$ cat src/rtl/mem_rd_arbiter_if.sv
// Read-channel bundle between the I/D-cache miss paths, the arbiter and memory.
// master = arbiter view, slave = cache/memory-side view.
interface mem_rd_arbiter_if #(
   parameter int ADDR_WIDTH = 32,
   parameter int DATA_WIDTH = 32
);
   logic                  from_ic_rd_req_valid;
   logic [ADDR_WIDTH-1:0] from_ic_rd_req_addr;
   logic                  to_ic_rd_req_ready;
   logic                  to_ic_rd_rsp_valid;
   logic [DATA_WIDTH-1:0] to_ic_rd_rsp_data;
   logic                  to_ic_rd_rsp_last;
   logic                  from_ic_rd_rsp_ready;

   logic                  from_dc_rd_req_valid;
   logic [ADDR_WIDTH-1:0] from_dc_rd_req_addr;
   logic                  to_dc_rd_req_ready;
   logic                  to_dc_rd_rsp_valid;
   logic [DATA_WIDTH-1:0] to_dc_rd_rsp_data;
   logic                  to_dc_rd_rsp_last;
   logic                  from_dc_rd_rsp_ready;

   logic                  to_mem_rd_req_valid;
   logic [ADDR_WIDTH-1:0] to_mem_rd_req_addr;
   logic                  from_mem_rd_req_ready;
   logic                  from_mem_rd_rsp_valid;
   logic [DATA_WIDTH-1:0] from_mem_rd_rsp_data;
   logic                  from_mem_rd_rsp_last;
   logic                  to_mem_rd_rsp_ready;

   modport master (
      input  from_ic_rd_req_valid, from_ic_rd_req_addr, from_ic_rd_rsp_ready,
      output to_ic_rd_req_ready, to_ic_rd_rsp_valid, to_ic_rd_rsp_data, to_ic_rd_rsp_last,
      input  from_dc_rd_req_valid, from_dc_rd_req_addr, from_dc_rd_rsp_ready,
      output to_dc_rd_req_ready, to_dc_rd_rsp_valid, to_dc_rd_rsp_data, to_dc_rd_rsp_last,
      output to_mem_rd_req_valid, to_mem_rd_req_addr, to_mem_rd_rsp_ready,
      input  from_mem_rd_req_ready, from_mem_rd_rsp_valid, from_mem_rd_rsp_data,
      input  from_mem_rd_rsp_last
   );

   modport slave (
      output from_ic_rd_req_valid, from_ic_rd_req_addr, from_ic_rd_rsp_ready,
      input  to_ic_rd_req_ready, to_ic_rd_rsp_valid, to_ic_rd_rsp_data, to_ic_rd_rsp_last,
      output from_dc_rd_req_valid, from_dc_rd_req_addr, from_dc_rd_rsp_ready,
      input  to_dc_rd_req_ready, to_dc_rd_rsp_valid, to_dc_rd_rsp_data, to_dc_rd_rsp_last,
      input  to_mem_rd_req_valid, to_mem_rd_req_addr, to_mem_rd_rsp_ready,
      output from_mem_rd_req_ready, from_mem_rd_rsp_valid, from_mem_rd_rsp_data,
      output from_mem_rd_rsp_last
   );
endinterface

$ cat src/rtl/mem_rd_arbiter.sv
// Two-way (I-cache / D-cache) arbiter for the single memory read channel; grant held for a whole burst.
// MEM_RD_ARB_RR_EN selects round-robin tie-breaking; otherwise the D-cache wins ties.
module mem_rd_arbiter #(
   parameter int ADDR_WIDTH = 32,
   parameter int DATA_WIDTH = 32
) (
   input logic              clk,
   input logic              rst,
   mem_rd_arbiter_if.master bus
);
   typedef enum logic [2:0] {IDLE = 3'b001, REQ = 3'b010, RSP = 3'b100} state_t;

   state_t                     state, state_nxt;
   logic                       gnt, gnt_nxt, pick;
   // index 0 = I-cache, 1 = D-cache
   logic [1:0]                 req_v, req_rdy, rsp_v, rsp_l, rsp_rdy_in;
   logic [1:0][ADDR_WIDTH-1:0] req_a;
   logic                       mem_req_v, mem_rsp_rdy;
   logic [ADDR_WIDTH-1:0]      mem_addr;
   logic [DATA_WIDTH-1:0]      rsp_d;

   assign req_v      = {bus.from_dc_rd_req_valid, bus.from_ic_rd_req_valid};
   assign req_a      = {bus.from_dc_rd_req_addr, bus.from_ic_rd_req_addr};
   assign rsp_rdy_in = {bus.from_dc_rd_rsp_ready, bus.from_ic_rd_rsp_ready};

`ifdef MEM_RD_ARB_RR_EN
   logic ptr;  // last granted requester; 0 at reset so the first tie goes to the D-cache

   always_ff @(posedge clk or negedge rst) begin
      if (!rst)                         ptr <= 1'b0;
      else if (state == IDLE && |req_v) ptr <= pick;
   end

   assign pick = (&req_v) ? ~ptr : req_v[1];
`else
   assign pick = req_v[1];
`endif

   always_ff @(posedge clk or negedge rst) begin
      if (!rst) begin
         state <= IDLE;
         gnt   <= 1'b0;
      end else begin
         state <= state_nxt;
         gnt   <= gnt_nxt;
      end
   end

   always_comb begin
      state_nxt   = state;
      gnt_nxt     = gnt;
      req_rdy     = '0;
      rsp_v       = '0;
      rsp_l       = '0;
      rsp_d       = '0;
      mem_req_v   = 1'b0;
      mem_addr    = '0;
      mem_rsp_rdy = 1'b0;
      case (state)
         IDLE: begin
            if (|req_v) begin
               gnt_nxt   = pick;
               state_nxt = REQ;
            end
         end
         REQ: begin
            mem_req_v    = req_v[gnt];
            mem_addr     = req_a[gnt];
            req_rdy[gnt] = bus.from_mem_rd_req_ready;
            // a withdrawn request is dropped without issuing anything
            if (!req_v[gnt])                       state_nxt = IDLE;
            else if (bus.from_mem_rd_req_ready)    state_nxt = RSP;
         end
         RSP: begin
            rsp_v[gnt]  = bus.from_mem_rd_rsp_valid;
            rsp_l[gnt]  = bus.from_mem_rd_rsp_last;
            rsp_d       = bus.from_mem_rd_rsp_data;
            mem_rsp_rdy = rsp_rdy_in[gnt];
            if (bus.from_mem_rd_rsp_valid && rsp_rdy_in[gnt] && bus.from_mem_rd_rsp_last)
               state_nxt = IDLE;
         end
         default: state_nxt = IDLE;
      endcase
   end

   assign bus.to_ic_rd_req_ready  = req_rdy[0];
   assign bus.to_ic_rd_rsp_valid  = rsp_v[0];
   assign bus.to_ic_rd_rsp_last   = rsp_l[0];
   assign bus.to_ic_rd_rsp_data   = rsp_d;
   assign bus.to_dc_rd_req_ready  = req_rdy[1];
   assign bus.to_dc_rd_rsp_valid  = rsp_v[1];
   assign bus.to_dc_rd_rsp_last   = rsp_l[1];
   assign bus.to_dc_rd_rsp_data   = rsp_d;
   assign bus.to_mem_rd_req_valid = mem_req_v;
   assign bus.to_mem_rd_req_addr  = mem_addr;
   assign bus.to_mem_rd_rsp_ready = mem_rsp_rdy;
endmodule

$ cat src/flat_wrapper.sv
// flat-port wrapper written by rule: the top's interface ports become plain ports
module mem_rd_arbiter_flat 
#(
   parameter int ADDR_WIDTH = 32,
   parameter int DATA_WIDTH = 32
)
  (clk, rst, bus_from_ic_rd_req_valid, bus_from_ic_rd_req_addr, bus_from_ic_rd_rsp_ready, bus_to_ic_rd_req_ready, bus_to_ic_rd_rsp_valid, bus_to_ic_rd_rsp_data, bus_to_ic_rd_rsp_last, bus_from_dc_rd_req_valid, bus_from_dc_rd_req_addr, bus_from_dc_rd_rsp_ready, bus_to_dc_rd_req_ready, bus_to_dc_rd_rsp_valid, bus_to_dc_rd_rsp_data, bus_to_dc_rd_rsp_last, bus_to_mem_rd_req_valid, bus_to_mem_rd_req_addr, bus_to_mem_rd_rsp_ready, bus_from_mem_rd_req_ready, bus_from_mem_rd_rsp_valid, bus_from_mem_rd_rsp_data, bus_from_mem_rd_rsp_last);
  mem_rd_arbiter_if #(.ADDR_WIDTH(ADDR_WIDTH), .DATA_WIDTH(DATA_WIDTH)) bus_i ();
  input logic clk;
  input logic rst;
  input wire logic [$bits(bus_i.from_ic_rd_req_valid)-1:0] bus_from_ic_rd_req_valid;
  input wire logic [$bits(bus_i.from_ic_rd_req_addr)-1:0] bus_from_ic_rd_req_addr;
  input wire logic [$bits(bus_i.from_ic_rd_rsp_ready)-1:0] bus_from_ic_rd_rsp_ready;
  output wire logic [$bits(bus_i.to_ic_rd_req_ready)-1:0] bus_to_ic_rd_req_ready;
  output wire logic [$bits(bus_i.to_ic_rd_rsp_valid)-1:0] bus_to_ic_rd_rsp_valid;
  output wire logic [$bits(bus_i.to_ic_rd_rsp_data)-1:0] bus_to_ic_rd_rsp_data;
  output wire logic [$bits(bus_i.to_ic_rd_rsp_last)-1:0] bus_to_ic_rd_rsp_last;
  input wire logic [$bits(bus_i.from_dc_rd_req_valid)-1:0] bus_from_dc_rd_req_valid;
  input wire logic [$bits(bus_i.from_dc_rd_req_addr)-1:0] bus_from_dc_rd_req_addr;
  input wire logic [$bits(bus_i.from_dc_rd_rsp_ready)-1:0] bus_from_dc_rd_rsp_ready;
  output wire logic [$bits(bus_i.to_dc_rd_req_ready)-1:0] bus_to_dc_rd_req_ready;
  output wire logic [$bits(bus_i.to_dc_rd_rsp_valid)-1:0] bus_to_dc_rd_rsp_valid;
  output wire logic [$bits(bus_i.to_dc_rd_rsp_data)-1:0] bus_to_dc_rd_rsp_data;
  output wire logic [$bits(bus_i.to_dc_rd_rsp_last)-1:0] bus_to_dc_rd_rsp_last;
  output wire logic [$bits(bus_i.to_mem_rd_req_valid)-1:0] bus_to_mem_rd_req_valid;
  output wire logic [$bits(bus_i.to_mem_rd_req_addr)-1:0] bus_to_mem_rd_req_addr;
  output wire logic [$bits(bus_i.to_mem_rd_rsp_ready)-1:0] bus_to_mem_rd_rsp_ready;
  input wire logic [$bits(bus_i.from_mem_rd_req_ready)-1:0] bus_from_mem_rd_req_ready;
  input wire logic [$bits(bus_i.from_mem_rd_rsp_valid)-1:0] bus_from_mem_rd_rsp_valid;
  input wire logic [$bits(bus_i.from_mem_rd_rsp_data)-1:0] bus_from_mem_rd_rsp_data;
  input wire logic [$bits(bus_i.from_mem_rd_rsp_last)-1:0] bus_from_mem_rd_rsp_last;
  assign bus_i.from_ic_rd_req_valid = bus_from_ic_rd_req_valid;
  assign bus_i.from_ic_rd_req_addr = bus_from_ic_rd_req_addr;
  assign bus_i.from_ic_rd_rsp_ready = bus_from_ic_rd_rsp_ready;
  assign bus_to_ic_rd_req_ready = bus_i.to_ic_rd_req_ready;
  assign bus_to_ic_rd_rsp_valid = bus_i.to_ic_rd_rsp_valid;
  assign bus_to_ic_rd_rsp_data = bus_i.to_ic_rd_rsp_data;
  assign bus_to_ic_rd_rsp_last = bus_i.to_ic_rd_rsp_last;
  assign bus_i.from_dc_rd_req_valid = bus_from_dc_rd_req_valid;
  assign bus_i.from_dc_rd_req_addr = bus_from_dc_rd_req_addr;
  assign bus_i.from_dc_rd_rsp_ready = bus_from_dc_rd_rsp_ready;
  assign bus_to_dc_rd_req_ready = bus_i.to_dc_rd_req_ready;
  assign bus_to_dc_rd_rsp_valid = bus_i.to_dc_rd_rsp_valid;
  assign bus_to_dc_rd_rsp_data = bus_i.to_dc_rd_rsp_data;
  assign bus_to_dc_rd_rsp_last = bus_i.to_dc_rd_rsp_last;
  assign bus_to_mem_rd_req_valid = bus_i.to_mem_rd_req_valid;
  assign bus_to_mem_rd_req_addr = bus_i.to_mem_rd_req_addr;
  assign bus_to_mem_rd_rsp_ready = bus_i.to_mem_rd_rsp_ready;
  assign bus_i.from_mem_rd_req_ready = bus_from_mem_rd_req_ready;
  assign bus_i.from_mem_rd_rsp_valid = bus_from_mem_rd_rsp_valid;
  assign bus_i.from_mem_rd_rsp_data = bus_from_mem_rd_rsp_data;
  assign bus_i.from_mem_rd_rsp_last = bus_from_mem_rd_rsp_last;
  mem_rd_arbiter #(.ADDR_WIDTH(ADDR_WIDTH), .DATA_WIDTH(DATA_WIDTH)) u_core (.clk(clk), .rst(rst), .bus(bus_i));
endmodule
$ cat config.mk
export PLATFORM = sky130hd
export DESIGN_NAME = mem_rd_arbiter_flat
export DESIGN_NICKNAME = d
export VERILOG_FILES = /design/src/rtl/mem_rd_arbiter_if.sv /design/src/rtl/mem_rd_arbiter.sv /design/src/flat_wrapper.sv
export SDC_FILE = /design/constraint.sdc
export NUM_CORES = 1
export LEC_CHECK = 0
export ABC_AREA = 0
export CAP_MARGIN = 20
export CORE_ASPECT_RATIO = 1.4
export CORE_MARGIN = 10
export CORE_UTILIZATION = 19
export DETAILED_ROUTE_END_ITERATION = 8
export GPL_TIMING_DRIVEN = 0
export HOLD_SLACK_MARGIN = 0.08
export PLACE_DENSITY_LB_ADDON = 0.25
export SETUP_SLACK_MARGIN = 0.15
export SYNTH_ARGS = -nofsm -noshare
export SYNTH_HDL_FRONTEND = slang
export SYNTH_SLANG_ARGS = --single-unit
$ cat constraint.sdc
create_clock -name clk -period 1.6 [get_ports clk]
set_clock_uncertainty 0.15 [all_clocks]
set_input_delay 0.32 -clock clk [delete_from_list [all_inputs] [get_ports clk]]
set_output_delay 0.32 -clock clk [all_outputs]
set_load 0.02 [all_outputs]
[Word level (Yosys, flattened, before mapping)]
Cells that the tools add are included.
Word-level totals
  register bits after elaboration: 4
  input bits: 105
  output and inout bits: 104
  word-level logic and storage cells: 39
Cells by class
  order comparisons: 2
  eq/ne operators: 6
  muxes and demuxes: 20
  bitwise gates (word level): 3
  reductions and logical operators: 6
Operator list (number)
  $mux 32: 4
  $mux 3: 4
  $pmux 3 s3: 1
  $mux 1: 7
  $and 2x2->2: 3
  $mux 2: 3
  $ne 2x1->1 const B: 2
  $eq 3x1->1 const B: 1
  $eq 3x2->1 const B: 1
  $eq 3x3->1 const B: 1
  $logic_and 1x1->1: 3
  $ne 3x3->1 const B: 1
  $reduce_and 3->1: 1
  $lt 1x2->1 const B: 1
  $reduce_and 2->1: 1
  $reduce_or 2->1: 1
  $demux 1 s1: 1
  $ge 1x1->1 const B: 1

[Depth between registers and ports, before layout]
Gate-level depths: netlist of run 1.
  word-level depth: 6
  mapped depth: 5
  depth with buffers taken out: 3

[Least setup slack after synthesis of run 1]
No wires, ideal clock.
  path type: reg2out
  from: register u_core.state[1]
  to: output bus_to_ic_rd_rsp_data[11]
  arrival: 1.394 ns
  data required time: 1.130 ns
  slack: -0.264 ns
  cell stages (with the launch flop): 6
  path buffers: 3
  path through: dfrtp_1 > nor3b_1 > clkbuf_2 > clkbuf_2 > and2_1 > buf_4
Between the ends
  longest elaborated chain between the ends: 2
RTL lines
  start, declared: RTL line mem_rd_arbiter.sv:13  | state_t state, state_nxt;
  start signal, assigned: RTL line mem_rd_arbiter.sv:44  | state <= state_nxt;
  $eq 3x3->1: RTL line mem_rd_arbiter.sv:59  | case (state)
  $mux 32: RTL line mem_rd_arbiter.sv:59
  end, declared: RTL line flat_wrapper.sv:16  | output wire logic [$bits(bus_i.to_ic_rd_rsp_data)-1:0] bus_to_ic_rd_rsp_data;
Every way passes these cells.

[Final worst setup path of run 1]
  from: register u_core.state[1]
  to: output bus_to_mem_rd_req_addr[12]
Between the ends
  longest elaborated chain between the ends: 2
RTL lines
  $eq 3x2->1: RTL line mem_rd_arbiter.sv:59
  $mux 32: RTL line mem_rd_arbiter.sv:59
  end, declared: RTL line flat_wrapper.sv:26  | output wire logic [$bits(bus_i.to_mem_rd_req_addr)-1:0] bus_to_mem_rd_req_addr;
Every way passes these cells.

==> metrics.csv, run 1 <==
stage;metric;value;unit
yosys;synth_warnings;0;
yosys;synth-seq-cells;4;
cts;clkLatencyLatePin;0.22;ns
placed_design;place_area;3900;sq um
placed_design;port_buffers;208;
floorplanning;rows;34;
placed_design;dp_hpwl;7.35;mm
layout;register_area;101;sq um
grt;antenna_found_initial;0;
pwr;p_per_area;743;nW/um^2
worst_setup_path;crit_arrival;1.56;ns
cts;clk_path_buf_depth;2;
worst_setup_path;cp-start-kind;flip-flop;
worst_setup_path;critPathSlowestCell;dfrtp_1;
grt;grt_max_degree;11;
yosys;syn_area_per_cell;7.10;sq um
cts;root_buffer;clkbuf_8;
grt;track_usage;15.0;%
floorplanning;die_height;115;um
pwr;p_total;3.14;mW
sta;worstMarginPinSlew;0.471;ns
layout;n_antenna_cell;0;
worst_setup_path;end_kind;output pin;
worst_setup_path;critPathRequiredTime;1.13;ns
cts;cts_tree;built;
pwr;power_leakage;1.97;nW
cts;cts.htree.levels;1;
floorplanning;die_x;87.6;um
sta;rsz0062_at_grt;yes;
worst_setup_path;crit_path_frequent_cell;buf_6;
detailed_routing;vias;1995;
layout;multiInputGateArea;1190;sq um
yosys;syn_inst;171;
yosys;syn-num-nets;276;
layout;nets;502;
sta;hold_viol;0;
cts;clkTransAtPathRegs;0.03;ns
worst_setup_path;crit_chain;or3b_1 > buf_6 > buf_12 > nor2_4 > buf_6;
detailed_routing;via_per_inst;4.26;
cts;cts_sinks;4;
layout;finalInstanceArea;4220;sq um
sta;fin_tns_setup;-36.30;ns
cts;cts_buffers;3;
detailed_routing;drc;0;
grt;grt_pass1_wl;12.1;mm
sta;fmax;0.493;GHz
status;status;finished, violations left;
worst_setup_path;path_class;flip-flop to output pin;
layout;syn2layout_area_growth;247;%
detailed_routing;initialDrtViolationCount;24;
yosys;yosysUniqueCellTypes;20;
worst_setup_path;slowest_delay;0.39;ns
pwr;vdd_drop_max;0.000521;V
cts;hold_buffers;0;
grt;first_global_vias;2189;
sta;min_period;2.03;ns
layout;n_fill_cell;514;
yosys;ys_seq_area_share;8.34;%
detailed_routing;dr.pass1.iters;4;
placed_design;place.gp.congestion;0.712;
yosys;syn_area;1210;sq um
worst_setup_path;cp_max_fo;10;
detailed_routing;drt-total-wl;8.14;mm
floorplanning;core_area;6210;sq um
flow_run;max_cap_viol_count;0;
status;violations;negative setup slack;
sta;fin_crit_sh;127;%
layout;drive_above_1_share;61.1;%
sta;max_slew_margin;67.7;%
sta;postLayoutSetupSlackWorst;-0.430;ns
sta;setup_violations;105;
detailed_routing;antenna_left;0;
grt;grt_remaining_overflow;0;
sta;finalMaxSlewViolations;0;
floorplanning;ios;209;
floorplanning;dieArea;10000;sq um
layout;final_util;67.9;%
detailed_routing;wl_per_cell;17.4;um
floorplanning;start_util;19.6;%
worst_hold_path;hp-class;input port to asynchronous set/reset pin;
==> synthesized netlist by cell type <==
cell | count | area, sq um
and3b_1 | 3 | 26.3
nor2_1 | 33 | 124
nor2b_1 | 1 | 6.26
nand2_1 | 5 | 18.8
nor2_2 | 1 | 6.26
dfrtp_1 | 3 | 75.1
buf_4 | 32 | 240
a211o_1 | 1 | 8.76
nor3b_1 | 3 | 22.5
or3b_1 | 1 | 8.76
o21ai_0 | 3 | 15.0
buf_2 | 8 | 40.0
dfstp_2 | 1 | 26.3
clkbuf_1 | 2 | 7.51
and3_1 | 3 | 18.8
clkbuf_2 | 3 | 15.0
nand2b_1 | 1 | 6.26
mux2i_1 | 34 | 340
a22o_1 | 1 | 8.76
and2_1 | 32 | 200
==> where the power goes <==
group	switching [mW]	internal, mW	total (mW)
combinational	1.33	1.39	2.72
clock	0.0538	0.170	0.224
sequential	0.0394	0.152	0.192
total	1.43	1.71	3.14
==> placed cells by master (no fill, tap or decap), types with 2 or more instances in the layout <==
cell and count:
clkbuf_8 6, buf_6 121, clkdlybuf4s15_2 2, dfrtp_1 3, clkdlybuf4s50_1 104, mux2i_2 2, nor2_4 32, nand2_1 5
buf_2 8, buf_12 3, buf_4 22, nor3b_2 2, clkbuf_16 2, mux2i_1 32, and2_4 31, and3b_2 2
==> layout make-up <==
cell class / instances / share of cell area [%]
Buffer: 45 / 13.1
Clock buffer: 4 / 1.07
Multi-Input combinational cell: 122 / 28.1
Sequential cell: 4 / 2.40
Tap cell: 72 / 2.13
Timing Repair Buffer: 221 / 53.2
==> worst max-delay path, delay by kind of cell (launching register included) <==
kind | cells | cell delay (ns)
buffers and inverters | 3 | 0.45
DFF | 1 | 0.39
and+or+nand+nor | 2 | 0.49
==> cell families after synthesis <==
group	synth area share, %
AO/OA/AOI/OAI	2.68
multiplexers	28.0
AND/OR/NAND/NOR	36.0
flip-flops	8.34
buffers and inverters	24.9
==> layer usage <==
metal  global-route usage [%]  share of wire [%]  vias to the layer above
met5                        0                  0                        -
met4                     2.56               0.38                        0
met3                     9.62                 18                        2
met2                     27.8                 51                      150
met1                     13.3                 31                      869
li1                         -                  -                      974
==> timing repair <==
| action | 4_1_cts | 5_1_grt |
|---|---|---|
| buffers inserted | 9 | 1 |
| setup endpoints to repair | 105 | 108 |
| gates cloned | 2 | 1 |
| gates resized for setup | 596 | 8 |
| pin swaps | 4 | 3 |
==> registers in the layout, summed over array words and instances (netlist names) <==
| register | count |
|---|---|
| u_core.state | 3 |
| u_core.gnt | 1 |
==> worst paths after layout <==
| check | startpoint | end | slack [ns] | cells after the start |
|---|---|---|---|---|
| setup / recovery | u_core.state[1] | bus_to_mem_rd_req_addr[12] | -0.43 | 5 |
| hold / removal | rst | u_core.gnt | 0.15 | 1 |
| setup reg to reg | u_core.state[1] | u_core.state[0] | -0.01 | 5 |
| hold reg to reg | u_core.state[2] | u_core.state[2] | 0.57 | 4 |
| max in group asynchronous | rst | u_core.state[0] | 0.91 | 1 |
| min in group clk | u_core.state[2] | u_core.state[2] | 0.57 | 4 |
==> metrics by stage <==
| step | hold WS, ns | worst slack [ns] | std cells |
|---|---|---|---|
| 5_1_grt | 0.160 | -0.480 | 468 |
| 6_report | 0.152 | -0.430 | 468 |
| 2_1_floorplan | -0.126 | -0.0552 | 171 |
| 4_1_cts | 0.150 | -0.499 | 466 |
| 3_5_place_dp | 0.384 | -0.793 | 451 |
| 3_3_place_gp | 0.382 | -0.772 | 451 |
No activity file was read; power rests on OpenSTA's default activity.
==> run 2: changes to the inputs <==
--- a/config.mk
+++ b/config.mk
@@ -7,13 +7,12 @@
 export LEC_CHECK = 0
 export ABC_AREA = 0
 export CAP_MARGIN = 20
-export CORE_ASPECT_RATIO = 1.4
 export CORE_MARGIN = 10
 export CORE_UTILIZATION = 19
 export DETAILED_ROUTE_END_ITERATION = 8
 export GPL_TIMING_DRIVEN = 0
 export HOLD_SLACK_MARGIN = 0.08
-export PLACE_DENSITY_LB_ADDON = 0.25
+export PLACE_DENSITY_LB_ADDON = 0.1
 export SETUP_SLACK_MARGIN = 0.15
 export SYNTH_ARGS = -nofsm -noshare
 export SYNTH_HDL_FRONTEND = slang
==> run 2 against run 1 <==
  * The run still ends with negative setup slack left
  * Final cell count unchanged
  * Clock power about the same
  * Final area decreased by 3.4%
  * Non-clock buffer count decreased by 5
  * Register-to-register slack improved by 0.04 ns
  * Fmax increased by 0.45%
  * Sequential share of layout area increased by 0.084 points
  * Count of clock-buffer cells in the layout unchanged
  * Hold slack improved by 0.0088 ns
  * Largest power group unchanged
  * Highest routed layer unchanged
==> metrics.csv, run 2 (same netlist as run 1, synthesis figures left out) <==
stage;metric;value;unit
layout;multiInputGateArea;1180;sq um
worst_setup_path;critPathRequiredTime;1.13;ns
sta;rsz0062_at_grt;yes;
detailed_routing;dr.pass1.iters;5;
detailed_routing;initialDrtViolationCount;43;
cts;cts_buffers;3;
layout;final_util;65.0;%
cts;cts_sinks;4;
worst_setup_path;end_kind;output pin;
cts;hold_buffers;0;
worst_setup_path;rrSetupSlack;0.03;ns
layout;n_antenna_cell;0;
sta;worstMarginPinSlew;0.311;ns
layout;nets;497;
pwr;vdd_drop_max;0.000515;V
layout;finalInstanceArea;4080;sq um
sta;min_period;2.02;ns
sta;setup_violations;104;
layout;register_area;101;sq um
worst_setup_path;cp-start-kind;flip-flop;
worst_setup_path;cp_max_fo;7;
floorplanning;start_util;19.4;%
pwr;p_clk_share;7.2;%
detailed_routing;drc;0;
pwr;switching_power;1.40;mW
sta;hold_viol;0;
flow_run;max_cap_viol_count;0;
worst_setup_path;reg2reg_depth;5;
worst_setup_path;r2r-end;u_core.state[0];
pwr;swShare;45.0;%
detailed_routing;vias;1917;
sta;max_slew_margin;78.7;%
pwr;power_frac_comb;86.8;%
layout;drive_above_1_share;60.4;%
sta;fin_crit_sh;126;%
layout;final_cell_mix;clkdlybuf4s50_1 (104), buf_6 (76), buf_4 (50);
grt;grt_max_degree;11;
floorplanning;core_area;6280;sq um
grt;grt_pass1_wl;10.9;mm
pwr;power_leakage;1.87;nW
cts;root_buffer;clkbuf_8;
floorplanning;rows;29;
layout;layout_commonest_cell;clkdlybuf4s50_1;
worst_hold_path;hp-class;input port to asynchronous set/reset pin;
sta;postLayoutSetupSlackWorst;-0.420;ns
grt;track_usage;13.4;%
detailed_routing;wl_per_cell;16.0;um
cts;cts_tree;built;
status;violations;negative setup slack;
cts;clk_path_buf_depth;2;
cts;cts.htree.levels;1;
pwr;p_per_area;765;nW/um^2
worst_setup_path;crit_path_frequent_cell;buf_6;
placed_design;dp_hpwl;6.73;mm
worst_setup_path;crit_chain;nor3b_2 > clkbuf_8 > buf_4 > buf_6 > and3b_2 > buf_6;
pwr;power_frac_seq;6.0;%
worst_setup_path;slowest_delay;0.56;ns
placed_design;place.gp.congestion;0.723;
detailed_routing;via_per_inst;4.10;
sta;finalMaxSlewViolations;0;
detailed_routing;drt-total-wl;7.49;mm
floorplanning;die_x;100;um
worst_setup_path;critPathSlowestCell;dfstp_2;
floorplanning;dieArea;9990;sq um
sta;fin_tns_setup;-36.86;ns
detailed_routing;antenna_left;0;
grt;grt_remaining_overflow;0;
worst_setup_path;path_class;flip-flop to output pin;
grt;antenna_found_initial;0;
sta;fmax;0.495;GHz
pwr;p_total;3.12;mW
grt;first_global_vias;1966;
layout;regMostFlops;u_core.state;
floorplanning;ios;209;
cts;clkLatencyLatePin;0.22;ns
layout;n_fill_cell;559;
layout;largestRegisters;u_core.state: 3 flops, u_core.gnt: 1 flops;
placed_design;place_area;3910;sq um
worst_setup_path;crit_arrival;1.55;ns
layout;syn2layout_area_growth;236;%
pwr;intPower;1.72;mW
status;status;finished, violations left;
layout;largest_reg_flops;3;
cts;clkTransAtPathRegs;0.03;ns
worst_setup_path;r2r-start;u_core.state[2];
placed_design;port_buffers;208;
floorplanning;die_height;100;um
-- run 2: metal layers --
metal	part of all wire [%]	wire length [um]	GRT usage [%]	vias up
met4	1.1	79	3.53	0
met1	31	2340	12.4	835
met5	0	0	0	-
li1	-	-	-	967
met3	14	1080	7.07	4
met2	53	3990	25.1	111
-- run 2: area by class of cell --
cell class | instances | area share, %
Tap cell | 77 | 2.36
Multi-Input combinational cell | 122 | 28.9
Buffer | 45 | 13.2
Timing Repair Buffer | 216 | 51.9
Sequential cell | 4 | 2.49
Clock buffer | 4 | 1.10
-- run 2: worst max-delay path, delay by kind of cell (launching register included) --
family / cells / cell delay [ns]
flip-flops: 1 / 0.56
buffers and inverters: 4 / 0.53
AND/OR/NAND/NOR: 2 / 0.25
-- run 2: through the flow --
stage | instances | setup WS [ns] | hold WS [ns]
finish | 468 | -0.420 | 0.160
CTS | 464 | -0.438 | 0.163
global route | 468 | -0.469 | 0.179
global placement | 456 | -0.686 | 0.382
floorplan | 171 | -0.0552 | -0.126
detailed placement | 456 | -0.696 | 0.390
-- run 2: worst max-delay path by stage --
stage	from	to	slack, ns	cells after the start
global route	u_core.state[1]	bus_to_mem_rd_req_addr[18]	-0.47	5
floorplan	u_core.state[0]	bus_to_mem_rd_req_addr[10]	-0.06	4
detailed placement	u_core.state[1]	bus_to_ic_rd_rsp_data[16]	-0.70	6
global placement	u_core.state[1]	bus_to_ic_rd_rsp_data[16]	-0.69	6
CTS	u_core.state[1]	bus_to_ic_rd_rsp_data[9]	-0.44	5
finish	u_core.state[0]	bus_to_ic_rd_rsp_valid	-0.42	6
-- run 2: timing repair --
action,CTS,global route
pin swaps,1,7
gates resized for setup,526,21
endpoints found under the setup margin,106,106
buffers inserted,4,4
-- run 2: power groups by stage --
stage | clock network (mW) | logic (mW) | registers [mW]
floorplan | 0 | 1.60 | 0.176
global placement | 0 | 2.44 | 0.179
detailed placement | 0 | 2.46 | 0.180
CTS | 0.227 | 2.62 | 0.179
global route | 0.237 | 2.89 | 0.195
finish | 0.223 | 2.71 | 0.187
==> run 3: changes to the inputs <==
--- a/config.mk
+++ b/config.mk
@@ -7,11 +7,11 @@
 export LEC_CHECK = 0
 export ABC_AREA = 0
 export CAP_MARGIN = 20
-export CORE_MARGIN = 10
+export CORE_MARGIN = 4
 export CORE_UTILIZATION = 19
 export DETAILED_ROUTE_END_ITERATION = 8
 export GPL_TIMING_DRIVEN = 0
-export HOLD_SLACK_MARGIN = 0.08
+export HOLD_SLACK_MARGIN = 0.12
 export PLACE_DENSITY_LB_ADDON = 0.1
 export SETUP_SLACK_MARGIN = 0.15
 export SYNTH_ARGS = -nofsm -noshare
==> run 3 against run 2 <==
  * The run still ends with negative setup slack left
  * Fmax rose by 0.26%
  * Critical path depth stayed put
  * Final area rose by 2.7%
  * Count of clock-buffer cells in the layout unchanged
==> metrics.csv, run 3 (same netlist as run 1, synthesis figures left out) <==
stage;metric;value;unit
grt;grt_pass1_wl;9.36;mm
floorplanning;rows;28;
floorplanning;core_area;6060;sq um
worst_setup_path;critPathSlowestCell;dfrtp_1;
worst_setup_path;rrSetupSlack;-0.08;ns
status;violations;negative setup slack;
sta;setup_violations;105;
worst_hold_path;hp-class;input port to asynchronous set/reset pin;
floorplanning;dieArea;7740;sq um
floorplanning;die_x;88.0;um
pwr;p_per_area;735;nW/um^2
grt;track_usage;15.7;%
worst_setup_path;path_class;flip-flop to output pin;
pwr;p_total;3.08;mW
cts;cts_sinks;4;
sta;hold_slack;0.144;ns
layout;largest_reg_flops;3;
cts;clkLatencyLatePin;0.23;ns
status;status;finished, violations left;
sta;postLayoutSetupSlackWorst;-0.415;ns
detailed_routing;vias;1947;
layout;regMostFlops;u_core.state;
worst_setup_path;crit_path_frequent_cell;buf_6;
worst_setup_path;crit_arrival;1.55;ns
layout;drive_above_1_share;60.1;%
worst_setup_path;crit_chain;nor3b_2 > clkbuf_8 > clkbuf_16 > and2_4 > buf_6 > buf_6;
layout;final_util;69.1;%
sta;max_slew_margin;72.3;%
worst_setup_path;r2r-end;u_core.state[1];
cts;root_buffer;clkbuf_8;
cts;cts.htree.levels;1;
cts;clk_path_buf_depth;2;
detailed_routing;antenna_left;0;
layout;layout_commonest_cell;buf_6;
sta;finalMaxSlewViolations;0;
layout;syn2layout_area_growth;245;%
worst_setup_path;end_kind;output pin;
cts;hold_buffers;0;
placed_design;place.gp.congestion;0.744;
worst_setup_path;reg2reg_depth;6;
grt;antenna_found_initial;0;
worst_setup_path;r2r-start;u_core.state[1];
layout;n_fill_cell;512;
worst_setup_path;cp_max_fo;10;
detailed_routing;via_per_inst;4.18;
layout;register_area;101;sq um
detailed_routing;drc;0;
layout;final_cell_mix;buf_6 (125), clkdlybuf4s50_1 (104), mux2i_1 (33), nor2_4 (33), and2_4 (30);
worst_setup_path;crit_family;buffers and inverters;
grt;grt_max_degree;11;
worst_setup_path;slowest_delay;0.40;ns
flow_run;max_cap_viol_count;0;
worst_setup_path;crit_buf_inv;4;
placed_design;port_buffers;208;
layout;multiInputGateArea;1170;sq um
worst_setup_path;cp-start-kind;flip-flop;
placed_design;dp_hpwl;5.64;mm
worst_setup_path;critPathRequiredTime;1.13;ns
floorplanning;die_height;88.0;um
detailed_routing;drt-total-wl;6.47;mm
detailed_routing;initialDrtViolationCount;41;
sta;hold_viol;0;
cts;clkTransAtPathRegs;0.04;ns
sta;fmax;0.496;GHz
sta;fin_crit_sh;126;%
layout;n_antenna_cell;0;
detailed_routing;dr.pass1.iters;4;
layout;nets;497;
pwr;vdd_drop_max;0.000504;V
worst_setup_path;worstSetupStartpoint;u_core.state[1];
cts;cts_tree;built;
floorplanning;start_util;20.0;%
layout;largestRegisters;u_core.state: 3 flops, u_core.gnt: 1 flops;
sta;min_period;2.02;ns
cts;cts_buffers;3;
grt;grt_remaining_overflow;0;
detailed_routing;wl_per_cell;13.9;um
floorplanning;ios;209;
sta;worstMarginPinSlew;0.404;ns
sta;rsz0062_at_grt;yes;
pwr;power_leakage;1.94;nW
grt;first_global_vias;1895;
run 3: cell types whose count changed in the layout (fill, tap and decap cells not counted), sizes merged:
cell and change:
clkbuf +2, clkdlybuf4s15 -21, buf +19
run 3: layout make-up:
type / instances / area share (%)
sequential: 4 / 2.42
multi-input combinational: 122 / 27.9
buffer: 45 / 13.1
clock buffer: 4 / 1.08
tap: 75 / 2.24
timing repair buffer: 216 / 53.3
run 3: report_power, final:
| group | total (mW) | switching, mW | internal [mW] | leakage (nW) |
|---|---|---|---|---|
| clock | 0.233 | 0.0618 | 0.171 | 0.0228 |
| sequential | 0.184 | 0.0317 | 0.152 | 0.0483 |
| combinational | 2.66 | 1.29 | 1.37 | 1.87 |
run 3: repair_timing:
item,4_1_cts,5_1_grt
endpoints found under the setup margin,106,108
resized for setup,578,35
setup buffers,8,0
endpoints found under the hold margin,0,0
pin swaps,3,1
run 3: worst register-to-register path, stage by stage, from the launching register on:
cell,delay (ns)
dfrtp_1,0.38
or3b_1,0.39
buf_6,0.16
buf_6,0.12
buf_4,0.12
a211o_1,0.22
nand2_1,0.07
run 3: stage by stage:
| stage | area [sq um] | setup WS, ns | instances | TNS (ns) |
|---|---|---|---|---|
| floorplan | 1730 | -0.0552 | 171 | -2.76 |
| global placement | 3900 | -0.672 | 454 | -60.54 |
| detailed placement | 3900 | -0.693 | 454 | -61.13 |
| CTS | 4170 | -0.444 | 466 | -39.77 |
| global route | 4190 | -0.472 | 466 | -41.49 |
| finish | 4190 | -0.415 | 466 | -35.74 |
run 3: worst max-delay path by stage:
stage	end	depth (start not counted)
3_5_place_dp	bus_to_ic_rd_rsp_data[15]	6
3_3_place_gp	bus_to_ic_rd_rsp_data[15]	6
2_1_floorplan	bus_to_mem_rd_req_addr[10]	4
4_1_cts	bus_to_ic_rd_rsp_data[28]	6
5_1_grt	bus_to_ic_rd_rsp_data[30]	6
6_report	bus_to_ic_rd_rsp_data[11]	6
run 3: routing by layer:
metal	GRT usage, %	up-vias	share of wire [%]
met3	5.64	8	13
met2	32.0	112	57
li1	-	964	-
met5	0	-	0
met1	13.1	863	27
met4	7.25	0	2.0
